<file path="src/rtl/gato_controlador.sv">
// rtl/gato_controlador.sv - tic-tac-toe game sequencer with per-turn timer
// Owns turn grant, timeout, win/draw sequencing and the latched result.
module gato_controlador #(
  parameter int CICLOS_TURNO = 500_000_000
) (
  input  logic       clk,
  input  logic       rst,
  input  logic       iniciar,
  input  logic       colocado,
  input  logic       hay_ganador,
  output logic       jugador,
  output logic       habilitar,
  output logic       limpiar,
  output logic       timeout,
  output logic [3:0] jugadas,
  output logic       fin,
  output logic [1:0] resultado
);

  localparam int ANCHO = $clog2(CICLOS_TURNO);
  localparam logic [ANCHO-1:0] ULTIMO = ANCHO'(CICLOS_TURNO - 1);

  localparam logic [2:0] IDLE      = 3'd0;
  localparam logic [2:0] LIMPIAR   = 3'd1;
  localparam logic [2:0] TURNO     = 3'd2;
  localparam logic [2:0] VERIFICAR = 3'd3;
  localparam logic [2:0] FIN       = 3'd4;

  logic [2:0]       estado;
  logic [ANCHO-1:0] contador;

  // Status outputs are pure state decodes, so no input reaches an output combinationally.
  assign habilitar = (estado == TURNO);
  assign limpiar   = (estado == LIMPIAR);
  assign fin       = (estado == FIN);

  always_ff @(posedge clk or posedge rst) begin
    if (rst) begin
      estado    <= IDLE;
      jugador   <= 1'b1;
      jugadas   <= 4'd0;
      resultado <= 2'b00;
      contador  <= '0;
      timeout   <= 1'b0;
    end else begin
      timeout <= 1'b0;
      case (estado)
        IDLE: begin
          if (iniciar) estado <= LIMPIAR;
        end
        LIMPIAR: begin
          jugadas   <= 4'd0;
          resultado <= 2'b00;
          jugador   <= 1'b1;
          contador  <= '0;
          estado    <= TURNO;
        end
        TURNO: begin
          // A placement on the expiry cycle takes priority over the timeout.
          if (colocado) begin
            jugadas  <= jugadas + 4'd1;
            contador <= '0;
            estado   <= VERIFICAR;
          end else if (contador == ULTIMO) begin
            timeout  <= 1'b1;
            jugador  <= ~jugador;
            contador <= '0;
          end else begin
            contador <= contador + 1'b1;
          end
        end
        VERIFICAR: begin
          if (hay_ganador) begin
            resultado <= jugador ? 2'b01 : 2'b10;
            estado    <= FIN;
          end else if (jugadas == 4'd9) begin
            resultado <= 2'b11;
            estado    <= FIN;
          end else begin
            jugador <= ~jugador;
            estado  <= TURNO;
          end
        end
        FIN: begin
          if (iniciar) estado <= LIMPIAR;
        end
        default: estado <= IDLE;
      endcase
    end
  end

endmodule

</file>
<file path="config.mk">
export PLATFORM = sky130hd
export DESIGN_NAME = gato_controlador
export DESIGN_NICKNAME = d
export VERILOG_FILES = /design/src/rtl/gato_controlador.sv
export SDC_FILE = /design/constraint.sdc
export NUM_CORES = 1
export LEC_CHECK = 0
export BUFFER_PORTS_ARGS = -buffer_cell sky130_fd_sc_hd__buf_2
export CORE_MARGIN = 3
export CORE_UTILIZATION = 30
export CTS_CLUSTER_SIZE = 25
export DETAILED_ROUTE_END_ITERATION = 8
export PLACE_DENSITY_LB_ADDON = 0.15
export SETUP_SLACK_MARGIN = 0.1
export SYNTH_ARGS = -nofsm -noshare
export SYNTH_HDL_FRONTEND = slang
export SYNTH_SLANG_ARGS = --single-unit
</file>
<file path="constraint.sdc">
create_clock -name clk -period 4.2 [get_ports clk]
set_input_delay 0.63 -clock clk [delete_from_list [all_inputs] [get_ports clk]]
set_output_delay 0.63 -clock clk [all_outputs]
set_load 0.02 [all_outputs]
</file>
==> metrics.md <==
| Metric | Value |
|---|---|
| Status | `complete, no violations` |
| Post-Syn Nets | `255` |
| Final setup viols | `0` |
| Fin worst setup slack | `around 1500 ps` |
| Antenna Nets Post-Route | `0` |
| Clock Tree Buf Depth | `2` |
| Final-layout fill cell count | `796` |
| Worst VDD drop | `0.266 mV` |
| Largest area contributor in the netlist | `dfrtp_1` |
| Placed cell area | `2420 um^2` |
| Post-synth cell types | `50` |
| Die Span Y | `92.8 um` |
| Max Cap Violations | `0` |
| EDFF count, synth | `0` |
| Final WL | `about 5 mm` |
| Gpl congestion | `0.816` |
| Fin crit period | `2660 ps` |
| Vias per Instance | `between 4 and 5` |
| Layout cells sized above 1 | `0.144` |
| Post-synth ARST share | `1.00` |
| Num CTS Buffers | `5` |
| Pre-CTS setup slack | `1470 ps` |
| Core Util, Final | `0.345` |
| Design Area, Final | `approximately 2500 um^2` |
| GRT Overall Usage | `0.126` |
| Synthesized area per cell | `~9.1 um^2` |
| Vias | `between 1500 and 2000` |
| Register area share after synthesis | `0.444` |
| R2R depth | `6` |
| Hold_ws | `449 ps` |
| Worst slew margin | `0.376` |
| Cts hold-fix bufs | `0` |
| Final layout net count | `about 270` |
| Largest net degree at the start of global routing | `41` |
| Root Buffer | `clkbuf_8` |
| CTS tree | `built` |
| Clk slew on worst S/H paths | `70 ps` |
| Prevailing post-synth register cell | `dfrtp_1` |
| IO Pins | `16` |
| Critical path startpoint category | `flop` |
| Post-detail-place hpwl | `3.41 mm` |
| Initial DRC Count | `98` |
| Top cell type's share of synthesized area | `0.432` |
| WP data required | `4340 ps` |
| CTS resizes | `0` |
| First-pass GRT wire length | `8.76 mm` |
| Non-filler instance count after layout | `approximately 360` |
| Number of diodes | `0` |
| Yosys reg bits | `40` |
| R2r endpoint | `contador[16]` |
| Slew Limit Fails | `0` |
| Grt ovf | `0` |
| Initial antenna violation count | `0` |
| Number of global-route vias before repair | `1728` |
| CTS sink count | `40` |
| RSZ-0062 raised after global routing | `no` |
| Core Region | `7290 um^2` |
| PwrDens | `489 nW/um^2` |
| Mapped Area | `2260 um^2` |
| Cells after DPL | `355` |
| Die Wd | `between 90 and 100 um` |
| CP max FO | `20` |
| Wire per inst | `13.4 um` |
| Main area contributors after synthesis | `dfrtp_1 43%, xor2_1 7.4%, nor2_1 5.3%` |
| Area grow syn2layout | `11.2%` |
| Crit path kind | `flop to flop` |
| Max Clk Rate | `0.376 GHz` |
| H-tree depth | `2` |
| CP arrival | `between 2000 and 3000 ps` |
| Initial Utilization | `0.310` |
| Crit end category | `flop` |
| FF-to-FF Start | `contador[0]` |
| Leakage power | `1.06 nW` |
| Overall power | `roughly 1.2 mW` |
| Yosys Warn Count | `0` |
| Worst-Margin Slew | `936 ps` |
| Flop2flop setup slack | `approximately 1500 ps` |
| Worst Setup SP | `contador[0]` |
| Port Buffers | `15` |
| Setup Fix Bufs, Post-CTS | `0` |
| DRC viols | `0` |
| Post-route clock skew | `roughly 3.8 ps` |
| FP Rows | `31` |
| Final Hold Viols | `0` |
| DRT Pass-1 Iters | `4` |
| Syn Inst Count | `247` |
| Fin Setup TNS | `0 ps` |
| Hold Path Class | `primary input to async pin` |
| Die footprint | `between 8000 and 9000 um^2` |
| Clock Latency Late Sink | `~290 ps` |
| Final Cycle Share | `0.633` |
| Worst Setup EP | `contador[16]` |
## layer usage
metal	global-route usage	vias to the layer above	part of all wire
li1	-	914	-
met1	0.174	833	0.51
met2	0.196	17	0.45
met3	0.0268	4	0.026
met4	0.0403	0	0.0091
met5	0	-	0
## registers in the layout, indices dropped and copies added, names as in the netlist
name and flops:
contador 29, estado 3, jugadas 4, jugador 1, resultado 2, timeout 1
## report_power, final
part           switching [mW]  internal [mW]  total [mW]
registers              0.0849          0.439       0.523
logic                   0.305          0.135       0.440
clock network           0.131          0.134       0.265
## cell usage after synthesis, types with 2 or more instances
cell type  instances
nor4_1             3
xnor2_1            3
a21oi_1            8
nand3_1           20
nor3_1             8
nor4_2             2
o311ai_0           2
nor2b_1            2
and3_1             4
buf_6              2
or3_1              4
inv_1              8
clkbuf_1           3
nor2_2             3
a31oi_1            2
dfrtp_1           39
xor2_1            19
nand2b_1           2
nand4b_1           2
nor2_1            32
o21ai_0           13
nand3b_1           3
o22ai_1            2
and4_1             2
or4b_1             2
nand2_1           23
nand4_1            8
ha_1               3
nor3_2             2
## critical path: stages (launching register included)
cell and delay [ps]:
dfrtp_1 440, ha_1 260, nand3_1 140, nor3_1 460, nand4b_2 300, a21oi_2 780, nor2_1 120
## logic make-up (layout without fill, tap and decap cells)
kind of cell,count (synthesis),in the layout,synth area share
adders and majority gates,3,3,0.0166
AOI/OAI and AO/OA,33,33,0.0880
and+or+nand+nor,133,133,0.332
buffers and inverters,16,33,0.0343
xor gates and xnor gates,22,22,0.0853
DFF,40,40,0.444
## final cells by class
class,count,area [um^2],share of cell area
flip-flops and latches,40,1000,0.399
clock buffers,8,90.1,0.0359
multi-input cells,191,1180,0.470
well taps,99,124,0.0493
inverters,9,33.8,0.0134
repair buffers,16,82.6,0.0329
## how the worst min path moves through the flow
stage                    to  cells past startpoint  slack [ps]
2_1_floorplan   contador[8]                      1         490
3_3_place_gp   resultado[0]                      2         490
3_5_place_dp   resultado[0]                      2         500
4_1_cts        resultado[1]                      3         470
5_1_grt        contador[22]                      3         490
6_report       contador[10]                      3         450
## cell usage in the layout, fill, tap and decap left out, types with 2 or more instances in the layout
| master | synthesis | layout |
|---|---|---|
| nand3_1 | 20 | 20 |
| o22ai_1 | 2 | 2 |
| nand2b_1 | 2 | 2 |
| nand3b_1 | 3 | 3 |
| o21ai_0 | 13 | 13 |
| nor2b_1 | 2 | 2 |
| a31oi_1 | 2 | 2 |
| ha_1 | 3 | 3 |
| nor3_1 | 8 | 8 |
| a21oi_1 | 8 | 8 |
| clkbuf_1 | 3 | 2 |
| and3_1 | 4 | 4 |
| or4b_1 | 2 | 2 |
| or3_1 | 4 | 4 |
| nor4_1 | 3 | 3 |
| clkinv_1 | 1 | 2 |
| nor2_2 | 3 | 3 |
| nand4_1 | 8 | 8 |
| nand4b_1 | 2 | 2 |
| and4_1 | 2 | 2 |
| nor3_2 | 2 | 2 |
| inv_1 | 8 | 7 |
| dfrtp_1 | 39 | 39 |
| nor4_2 | 2 | 2 |
| buf_2 | 1 | 15 |
| xor2_1 | 19 | 19 |
| clkbuf_8 | 0 | 6 |
| nand2_1 | 23 | 23 |
| o311ai_0 | 2 | 2 |
| nor2_1 | 32 | 32 |
| xnor2_1 | 3 | 3 |
(Power assumes the default switching activity.)
